<file path="config.mk">
export PLATFORM = sky130hd
export DESIGN_NAME = interrupt_controller
export DESIGN_NICKNAME = d
export VERILOG_FILES = /design/src/rtl/interrupt_pkg.sv /design/src/rtl/int_request_latch.sv /design/src/rtl/interrupt_controller.sv
export SDC_FILE = /design/constraint.sdc
export NUM_CORES = 1
export LEC_CHECK = 0
export CAP_MARGIN = 20
export CORE_ASPECT_RATIO = 0.6
export CORE_MARGIN = 8
export CORE_UTILIZATION = 31
export CTS_BUF_LIST = sky130_fd_sc_hd__clkbuf_4 sky130_fd_sc_hd__clkbuf_8
export DETAILED_ROUTE_END_ITERATION = 6
export RECOVER_POWER = 25
export SETUP_SLACK_MARGIN = 0.4
export SYNTH_ARGS = -nofsm -noshare
export SYNTH_HDL_FRONTEND = slang
export SYNTH_SLANG_ARGS = --single-unit
</file>
<file path="constraint.sdc">
create_clock -name clk -period 6.23 [get_ports clk]
set_input_delay 0.623 -clock clk [delete_from_list [all_inputs] [get_ports clk]]
set_output_delay 0.623 -clock clk [all_outputs]
set_load 0.01 [all_outputs]
</file>
<file path="src/rtl/interrupt_pkg.sv">
// Shared types for the interrupt entry/RTI sequencer.
// State encoding, memory write-data selector codes, default vector.
package interrupt_pkg;

  typedef enum logic [3:0] {
    IDLE,
    DRAIN,
    PUSH_HI,
    PUSH_LO,
    PUSH_FLAGS,
    VECTOR,
    POP_FLAGS,
    POP_LO,
    POP_HI,
    RESUME
  } state_t;

  typedef enum logic [1:0] {
    SEL_NORMAL = 2'b00,
    SEL_PC_LO  = 2'b01,
    SEL_PC_HI  = 2'b10,
    SEL_FLAGS  = 2'b11
  } sel_t;

  localparam logic [31:0] DEFAULT_VECTOR_ADDR = 32'h0000_0010;
  localparam int DEFAULT_DRAIN_CYCLES = 3;

endpackage

</file>
<file path="src/rtl/int_request_latch.sv">
// Pending interrupt request flop with busy/ISR masking.
// INT_PENDING_EN: hold one request raised while busy or in an ISR.
module int_request_latch (
  input  logic clk,
  input  logic reset,
  input  logic interrupt,
  input  logic busy,
  input  logic in_isr,
  input  logic clear,
  output logic pending
);

  logic req;
  logic accept;

`ifdef INT_PENDING_EN
  assign accept = interrupt;
`else
  assign accept = interrupt & ~busy & ~in_isr;
`endif

  // A fresh pulse is visible this cycle so IDLE can enter DRAIN at once.
  assign pending = req | accept;

  always_ff @(posedge clk or posedge reset) begin
    if (reset) begin
      req <= 1'b0;
    end else if (clear) begin
      req <= 1'b0;
    end else if (accept) begin
      req <= 1'b1;
    end
  end

endmodule

</file>
<file path="src/rtl/interrupt_controller.sv">
// Interrupt entry (drain, push PC/flags, vector) and RTI pop sequencer.
// Build with INT_PENDING_EN to queue interrupts raised during an ISR.
module interrupt_controller
  import interrupt_pkg::*;
#(
  parameter int          DRAIN_CYCLES = DEFAULT_DRAIN_CYCLES,
  parameter logic [31:0] VECTOR_ADDR  = DEFAULT_VECTOR_ADDR
) (
  input  logic        clk,
  input  logic        reset,
  input  logic        interrupt,
  input  logic        rti,
  input  logic [31:0] pc_in,
  input  logic [3:0]  flags_in,
  input  logic [15:0] mem_read_data,
  output logic        int_stall,
  output logic        int_flush,
  output logic        int_mem_selector1,
  output logic        int_mem_selector2,
  output logic        int_push,
  output logic        int_pop,
  output logic        int_pc_load,
  output logic [31:0] int_pc_out,
  output logic        flags_restore,
  output logic [3:0]  flags_out,
  output logic [31:0] saved_pc,
  output logic [3:0]  saved_flags,
  output logic        in_isr,
  output logic        busy
);

  localparam int CW =
    (DRAIN_CYCLES > 1) ? $clog2(DRAIN_CYCLES) : 1;

  state_t        state_q;
  state_t        state_d;
  logic [CW-1:0] cnt_q;
  logic [15:0]   pc_lo;
  logic [15:0]   pc_hi;
  logic          pending;
  logic          enter_drain;
  sel_t          sel;

  assign enter_drain = (state_q == IDLE) && (state_d == DRAIN);

  int_request_latch u_req (
    .clk       (clk),
    .reset     (reset),
    .interrupt (interrupt),
    .busy      (busy),
    .in_isr    (in_isr),
    .clear     (enter_drain),
    .pending   (pending)
  );

  assign int_mem_selector1 = sel[0];
  assign int_mem_selector2 = sel[1];

  always_comb begin
    state_d       = state_q;
    int_stall     = 1'b0;
    int_flush     = 1'b0;
    int_push      = 1'b0;
    int_pop       = 1'b0;
    int_pc_load   = 1'b0;
    int_pc_out    = '0;
    flags_restore = 1'b0;
    sel           = SEL_NORMAL;
    busy          = (state_q != IDLE);
    unique case (state_q)
      IDLE: begin
        if (rti) begin
          state_d = POP_FLAGS;
        end else if (pending && !in_isr) begin
          state_d = DRAIN;
        end
      end
      DRAIN: begin
        int_stall = 1'b1;
        int_flush = 1'b1;
        if (cnt_q == '0) state_d = PUSH_HI;
      end
      PUSH_HI: begin
        int_stall = 1'b1;
        int_flush = 1'b1;
        int_push  = 1'b1;
        sel       = SEL_PC_HI;
        state_d   = PUSH_LO;
      end
      PUSH_LO: begin
        int_stall = 1'b1;
        int_flush = 1'b1;
        int_push  = 1'b1;
        sel       = SEL_PC_LO;
        state_d   = PUSH_FLAGS;
      end
      PUSH_FLAGS: begin
        int_stall = 1'b1;
        int_flush = 1'b1;
        int_push  = 1'b1;
        sel       = SEL_FLAGS;
        state_d   = VECTOR;
      end
      VECTOR: begin
        int_pc_load = 1'b1;
        int_pc_out  = VECTOR_ADDR;
        state_d     = IDLE;
      end
      POP_FLAGS, POP_LO, POP_HI: begin
        int_stall = 1'b1;
        int_flush = 1'b1;
        int_pop   = 1'b1;
        if (state_q == POP_FLAGS) state_d = POP_LO;
        else if (state_q == POP_LO) state_d = POP_HI;
        else state_d = RESUME;
      end
      RESUME: begin
        int_pc_load   = 1'b1;
        int_pc_out    = {pc_hi, pc_lo};
        flags_restore = 1'b1;
        state_d       = IDLE;
      end
      default: state_d = IDLE;
    endcase
  end

  always_ff @(posedge clk or posedge reset) begin
    if (reset) begin
      state_q     <= IDLE;
      cnt_q       <= '0;
      saved_pc    <= '0;
      saved_flags <= '0;
      flags_out   <= '0;
      pc_lo       <= '0;
      pc_hi       <= '0;
      in_isr      <= 1'b0;
    end else begin
      state_q <= state_d;
      if (enter_drain) begin
        saved_pc <= pc_in;
        cnt_q    <= CW'(DRAIN_CYCLES - 1);
      end else if (state_q == DRAIN && cnt_q != '0) begin
        cnt_q <= cnt_q - 1'b1;
      end
      // Last drain cycle wins: flags settle once older ops retire.
      if (state_q == DRAIN) saved_flags <= flags_in;
      if (state_q == POP_FLAGS) flags_out <= mem_read_data[3:0];
      if (state_q == POP_LO) pc_lo <= mem_read_data;
      if (state_q == POP_HI) pc_hi <= mem_read_data;
      if (state_q == PUSH_FLAGS) in_isr <= 1'b1;
      if (state_q == POP_HI) in_isr <= 1'b0;
    end
  end

endmodule

</file>
==> impl_metrics.tcl, run 1 <==
set metrics [dict create \
    maxSlewViolCount 31 \
    setup_viol 0 \
    overflow 0 \
    cp_max_fo 18 \
    p_clk_frac 0.173 \
    die_w_um 153 \
    fillers 1019 \
    num_vias 2454 \
    yosys.area.top_type "dfrtp_1" \
    async_flop_share 1.00 \
    p_sw_frac 0.312 \
    cts.root.buffer_cell "clkbuf_8" \
    drc_errors 0 \
    place_ws_ns 3.12 \
    htreeDepth 3 \
    syn2layout_area_growth_pct 49.9 \
    reg2reg_slack_ns 3.85 \
    min_to "saved_pc[31]" \
    fin_cells 543 \
    yosys.area.top_type_share 0.571 \
    io_pins 138 \
    ys_ff_latch 80 \
    post-dp-hpwl_um 6420 \
    holdPathStages 1 \
    track_usage 0.119 \
    r2r-end "saved_pc[18]" \
    grt_pass1_vias 2616 \
    synth_seq_area_share 0.571 \
    fin_util 0.472 \
    via_per_inst 4.52 \
    period_needed_ns 3.00 \
    clockBufferDepth 2 \
    cts-buffers-inserted 9 \
    r2r_cells 5 \
    drive_gt1_frac 0.251 \
    sequentialPowerShare 0.389 \
    synth_ff_type "dfrtp_1" \
    avgSynthCellArea_um2 13.6 \
    status "finished, violations left" \
    hold_start "saved_pc[31]" \
    timing.final.crit_share 0.481 \
    portBuffers 137 \
    clk_pin_slew_worst_paths_ns 0.08 \
    cts_tree "yes" \
    rsz0062_at_grt "no" \
    initial_core_util 0.315 \
    cts.sinks 80 \
    fin_worst_skew_ns 0.00546 \
    vdd_drop_max_v 0.000194 \
    synth_common_cells "80 x dfrtp_1, 71 x mux2_2, 31 x and2_1" \
    hp-class "flop to flop" \
    critPathCaptureType "primary output" \
    postRouteAntennaNets 0 \
    internal_power_uw 1690 \
    postCtsHoldBufs 0 \
    drt_pre_antenna_iters 4 \
    synth_edf_count 0 \
    p_per_area_mw_per_mm2 468 \
    synth_top_cells_by_area "dfrtp_1 57%, mux2_2 23%, and2_1 5.5%" \
    cap_violations 1 \
    wl_per_cell_um 16.2 \
    yosysMostFrequentCell "dfrtp_1" \
    ys_warn_count 0 \
    fin_area_mm2 0.00526 \
    required_ns 5.61 \
    yosysUniqueCellTypes 37 \
    fmax_ghz 0.333 \
    cp-start-kind "flop" \
    nNetsFinal 451 \
    antenna_found_initial 0 \
    leakage_uw 0.00215 \
    syn_inst 258 \
    maxSlewHeadroom -0.182 \
    postCtsResizedCells 0 \
    setup_tns_ns 0 \
    place_area_mm2 0.00499 \
    switchingPower_uw 767 \
    clk_latency_ns 0.35 \
    worst_pin_slew_ns 1.77 \
    pwr-share-comb 0.438 \
    arrival_ns 2.38 \
    diodes 0 \
    timing.rr.start "state_q[3]" \
    grt_pass1_wl_um 14300 \
    grt_max_degree 81 \
    rows 30 \
    netlist_area_mm2 0.00351 \
    drtIter0Drc 95 \
    core_area_mm2 0.0111 \
    die-area_mm2 0.0151 \
    fin_ws_ns 3.23 \
    violations "max-capacitance violations, max-slew violations" \
    wl_um 8780 \
    hold_viol_final 0 \
    crit_type "flop to primary output" \
    gp_congestion 0.708 \
    dp_cells 525 \
    post_cts_buffers 0 \
    die_y_um 98.4 \
    synth.net_count 315 \
]
-- logic make-up (layout without fill, tap and decap cells) --
family | count (synthesis) | in the layout | synth area share
DFF | 80 | 80 | 0.571
xor gates and xnor gates | 1 | 1 | 0.00250
buffers and inverters | 23 | 164 | 0.0346
AOI/OAI and AO/OA | 22 | 22 | 0.0442
muxes | 73 | 73 | 0.234
and+or+nand+nor | 58 | 58 | 0.110
adders and majority gates | 1 | 1 | 0.00357
-- cell usage in the layout (no fill, tap or decap), drive strengths merged, types with 2 or more instances in the layout --
cell,instances
clkdlybuf4s50,136
dfrtp,80
mux2,72
and2,31
clkbuf,12
a21oi,8
nand2b,7
inv,5
buf,4
nor3,3
nand3b,3
a21o,3
nor2,3
clkinvlp,3
o21ai,2
nor2b,2
or3,2
o22ai,2
a211o,2
bufinv,2
nor4b,2
-- stage by stage --
stage | hold WS, ns | power, uW
finish | 0.496 | 2460
global route | 0.518 | 2620
CTS | 0.503 | 2510
detailed placement | 0.482 | 2060
global placement | 0.469 | 2030
floorplan | 0.471 | 1530
-- flip-flops by register name (all words and copies together), names as in the netlist, 2 cells and up --
| register | flops |
|---|---|
| cnt_q | 2 |
| flags_out | 4 |
| pc_hi | 16 |
| pc_lo | 16 |
| saved_flags | 4 |
| saved_pc | 32 |
| state_q | 4 |
-- layout make-up --
class                   instances  area [um^2]  area share
well taps                     144          180      0.0343
repair buffers                142         1430       0.272
inverters                       6         23.8     0.00452
flip-flops and latches         80         2000       0.381
multi-input cells             155         1400       0.265
clock inverters                 5         80.1      0.0152
clock buffers                  11          145      0.0276
-- critical path, stage by stage (launching register included) --
cell	delay [ns]
dfrtp_1	0.74
or3b_2	0.52
a21oi_1	0.18
clkdlybuf4s50_1	0.59
-- worst max path at each step --
stage	to	from	slack [ns]	depth (start not counted)
2_1_floorplan	cnt_q[0]	reset	3.56	1
3_3_place_gp	int_pc_out[7]	state_q[0]	3.22	4
3_5_place_dp	int_pc_out[10]	state_q[0]	3.12	4
4_1_cts	int_pc_out[10]	state_q[0]	2.71	4
5_1_grt	int_pc_out[2]	state_q[0]	3.02	5
6_report	int_mem_selector1	state_q[2]	3.23	3
-- power by group through the flow --
stage               Sequential, uW  Clock [uW]  Combinational (uW)
global placement               959           0                1080
detailed placement             970           0                1090
floorplan                      954           0                 577
CTS                            961         448                1100
finish                         956         425                1080
global route                   996         463                1160
-- routing by layer --
metal	vias up	track usage	wire length [um]
met2	66	0.184	4050
met3	8	0.0582	757
met1	1219	0.143	3870
met5	-	0	0
met4	0	0.0363	102
li1	1161	-	-
Power figures use the tool's default switching activity.
==> inputs of run 2 (changes only) <==
Clock period 6.23 ns to 2.55 ns, I/O delays scaled along.
==> run 2 against run 1 <==
  * Non-clock buffer count grew 17
  * The run now ends clean
  * Die area unchanged
  * Critical path type unchanged
  * Global-route usage increased by 0.98 points
  * Cell area increased by 2.7%
==> impl_metrics.tcl, run 2 (same netlist as run 1, synthesis figures left out) <==
set metrics [dict create \
    status "complete, no violations" \
    place_ws_ns 0.356 \
    critPathLaunch "state_q[2]" \
    clockBufferDepth 2 \
    drtIter0Drc 61 \
    grt_pass1_wl_um 15400 \
    largest_reg_flops 32 \
    fmax_ghz 0.461 \
    cap_violations 0 \
    cts_tree "yes" \
    grt_max_degree 81 \
    vdd_drop_max_v 0.000421 \
    clk_pin_slew_worst_paths_ns 0.08 \
    clk_latency_ns 0.35 \
    hold_viol_final 0 \
    via_per_inst 4.61 \
    syn2layout_area_growth_pct 54.0 \
    num_vias 2581 \
    regMostFlops "saved_pc" \
    path_delay_family "buffers and inverters" \
    setup_viol 0 \
    fin_util 0.485 \
    die_y_um 98.4 \
    maxSlewViolCount 0 \
    die-area_mm2 0.0151 \
    required_ns 2.30 \
    leakage_uw 0.00258 \
    drc_errors 0 \
    gp_congestion 0.699 \
    max_stage_delay_ns 0.53 \
    io_pins 138 \
    cp-start-kind "flop" \
    final_common_cell "clkdlybuf4s50_1" \
    top_regs "saved_pc x32, pc_hi x16, pc_lo x16" \
    path_cells "nand2b_4 > nor2_4 > buf_8 > and2_1 > clkdlybuf4s50_1" \
    wl_um 9500 \
    core_area_mm2 0.0111 \
    drive_gt1_frac 0.315 \
    critPathCaptureType "primary output" \
    cts.root.buffer_cell "clkbuf_8" \
    rsz0062_at_grt "yes" \
    track_usage 0.128 \
    p_per_area_mw_per_mm2 1140 \
    post-dp-hpwl_um 6600 \
    timing.rr.start "state_q[0]" \
    hold_start "pc_in[7]" \
    die_w_um 153 \
    fillers 995 \
    arrival_ns 1.91 \
    cts.sinks 80 \
    cp_slowest_cell "clkdlybuf4s50_1" \
    power_uw 6140 \
    drt_pre_antenna_iters 4 \
    portBuffers 137 \
    cts-buffers-inserted 9 \
    diodes 0 \
    fin_ws_ns 0.381 \
    timing.final.crit_share 0.851 \
    hp-class "primary input to flop" \
    initial_core_util 0.315 \
    overflow 0 \
    nNetsFinal 468 \
    period_needed_ns 2.17 \
    final_cell_mix "98 x clkdlybuf4s50_1, 76 x dfrtp_1, 71 x mux2_2, 31 x and2_1, 20 x dlygate4sd2_1" \
    whs_ns 0.503 \
    wl_per_cell_um 17.0 \
    htreeDepth 3 \
    crit_type "flop to primary output" \
    antenna_found_initial 0 \
    postRouteAntennaNets 0 \
    rows 30 \
    critPathBufInv 2 \
    fin_worst_skew_ns 0.00574 \
    worst_pin_slew_ns 1.12 \
    setup_tns_ns 0 \
    cp_max_fo 15 \
    postCtsHoldBufs 0 \
    maxSlewHeadroom 0.250 \
    grt_pass1_vias 2885 \
]
[run 2: changes by cell type in the layout (fill, tap and decap cells not counted), sizes merged]
cell,previous run,this run
clkbuf,12,16
clkdlybuf4s50,136,98
bufinv,2,1
buf,4,21
clkinvlp,3,2
clkinv,1,3
dlymetal6s2s,0,14
dlygate4sd2,0,20
[run 2: final cells by class]
cell class / count / area [um^2] / share of cell area
Tap cell: 144 / 180 / 0.0334
Inverter: 6 / 26.3 / 0.00486
Clock inverter: 5 / 56.3 / 0.0104
Timing Repair Buffer: 159 / 1560 / 0.288
Clock buffer: 11 / 145 / 0.0269
Sequential cell: 80 / 2010 / 0.372
Multi-Input combinational cell: 155 / 1430 / 0.265
[run 2: through the flow]
stage | cell area [um^2] | cells
2_1_floorplan | 3510 | 258
3_3_place_gp | 5060 | 530
3_5_place_dp | 5060 | 530
4_1_cts | 5340 | 557
5_1_grt | 5400 | 560
6_report | 5400 | 560
[run 2: power breakdown]
part,switching [uW],leakage (uW),internal (uW)
clock network,474,0.000103,489
registers,335,0.000952,1910
logic,1190,0.00153,1740
[run 2: metal layers]
layer	GRT usage	vias up	routed length [um]
li1	-	1195	-
met1	0.154	1300	4230
met2	0.198	76	4350
met3	0.0613	10	802
met4	0.0454	0	111
met5	0	-	0
[run 2: timing repair]
item,CTS,global route
endpoints found under the setup margin,72,22
setup buffers,10,3
pin swaps,1,0
cloned,1,0
gates resized for setup,35,29
[run 2: final timing paths]
kind                       slack [ns]  cells past startpoint        endpoint
setup / recovery                 0.38                      5  int_pc_out[14]
max in group asynchronous        1.03                      3     saved_pc[9]
setup reg to reg                 0.47                      6    saved_pc[17]
hold / removal                   0.50                      2     saved_pc[7]
min in group asynchronous        0.76                      3          in_isr
hold reg to reg                  0.50                      1        pc_hi[5]
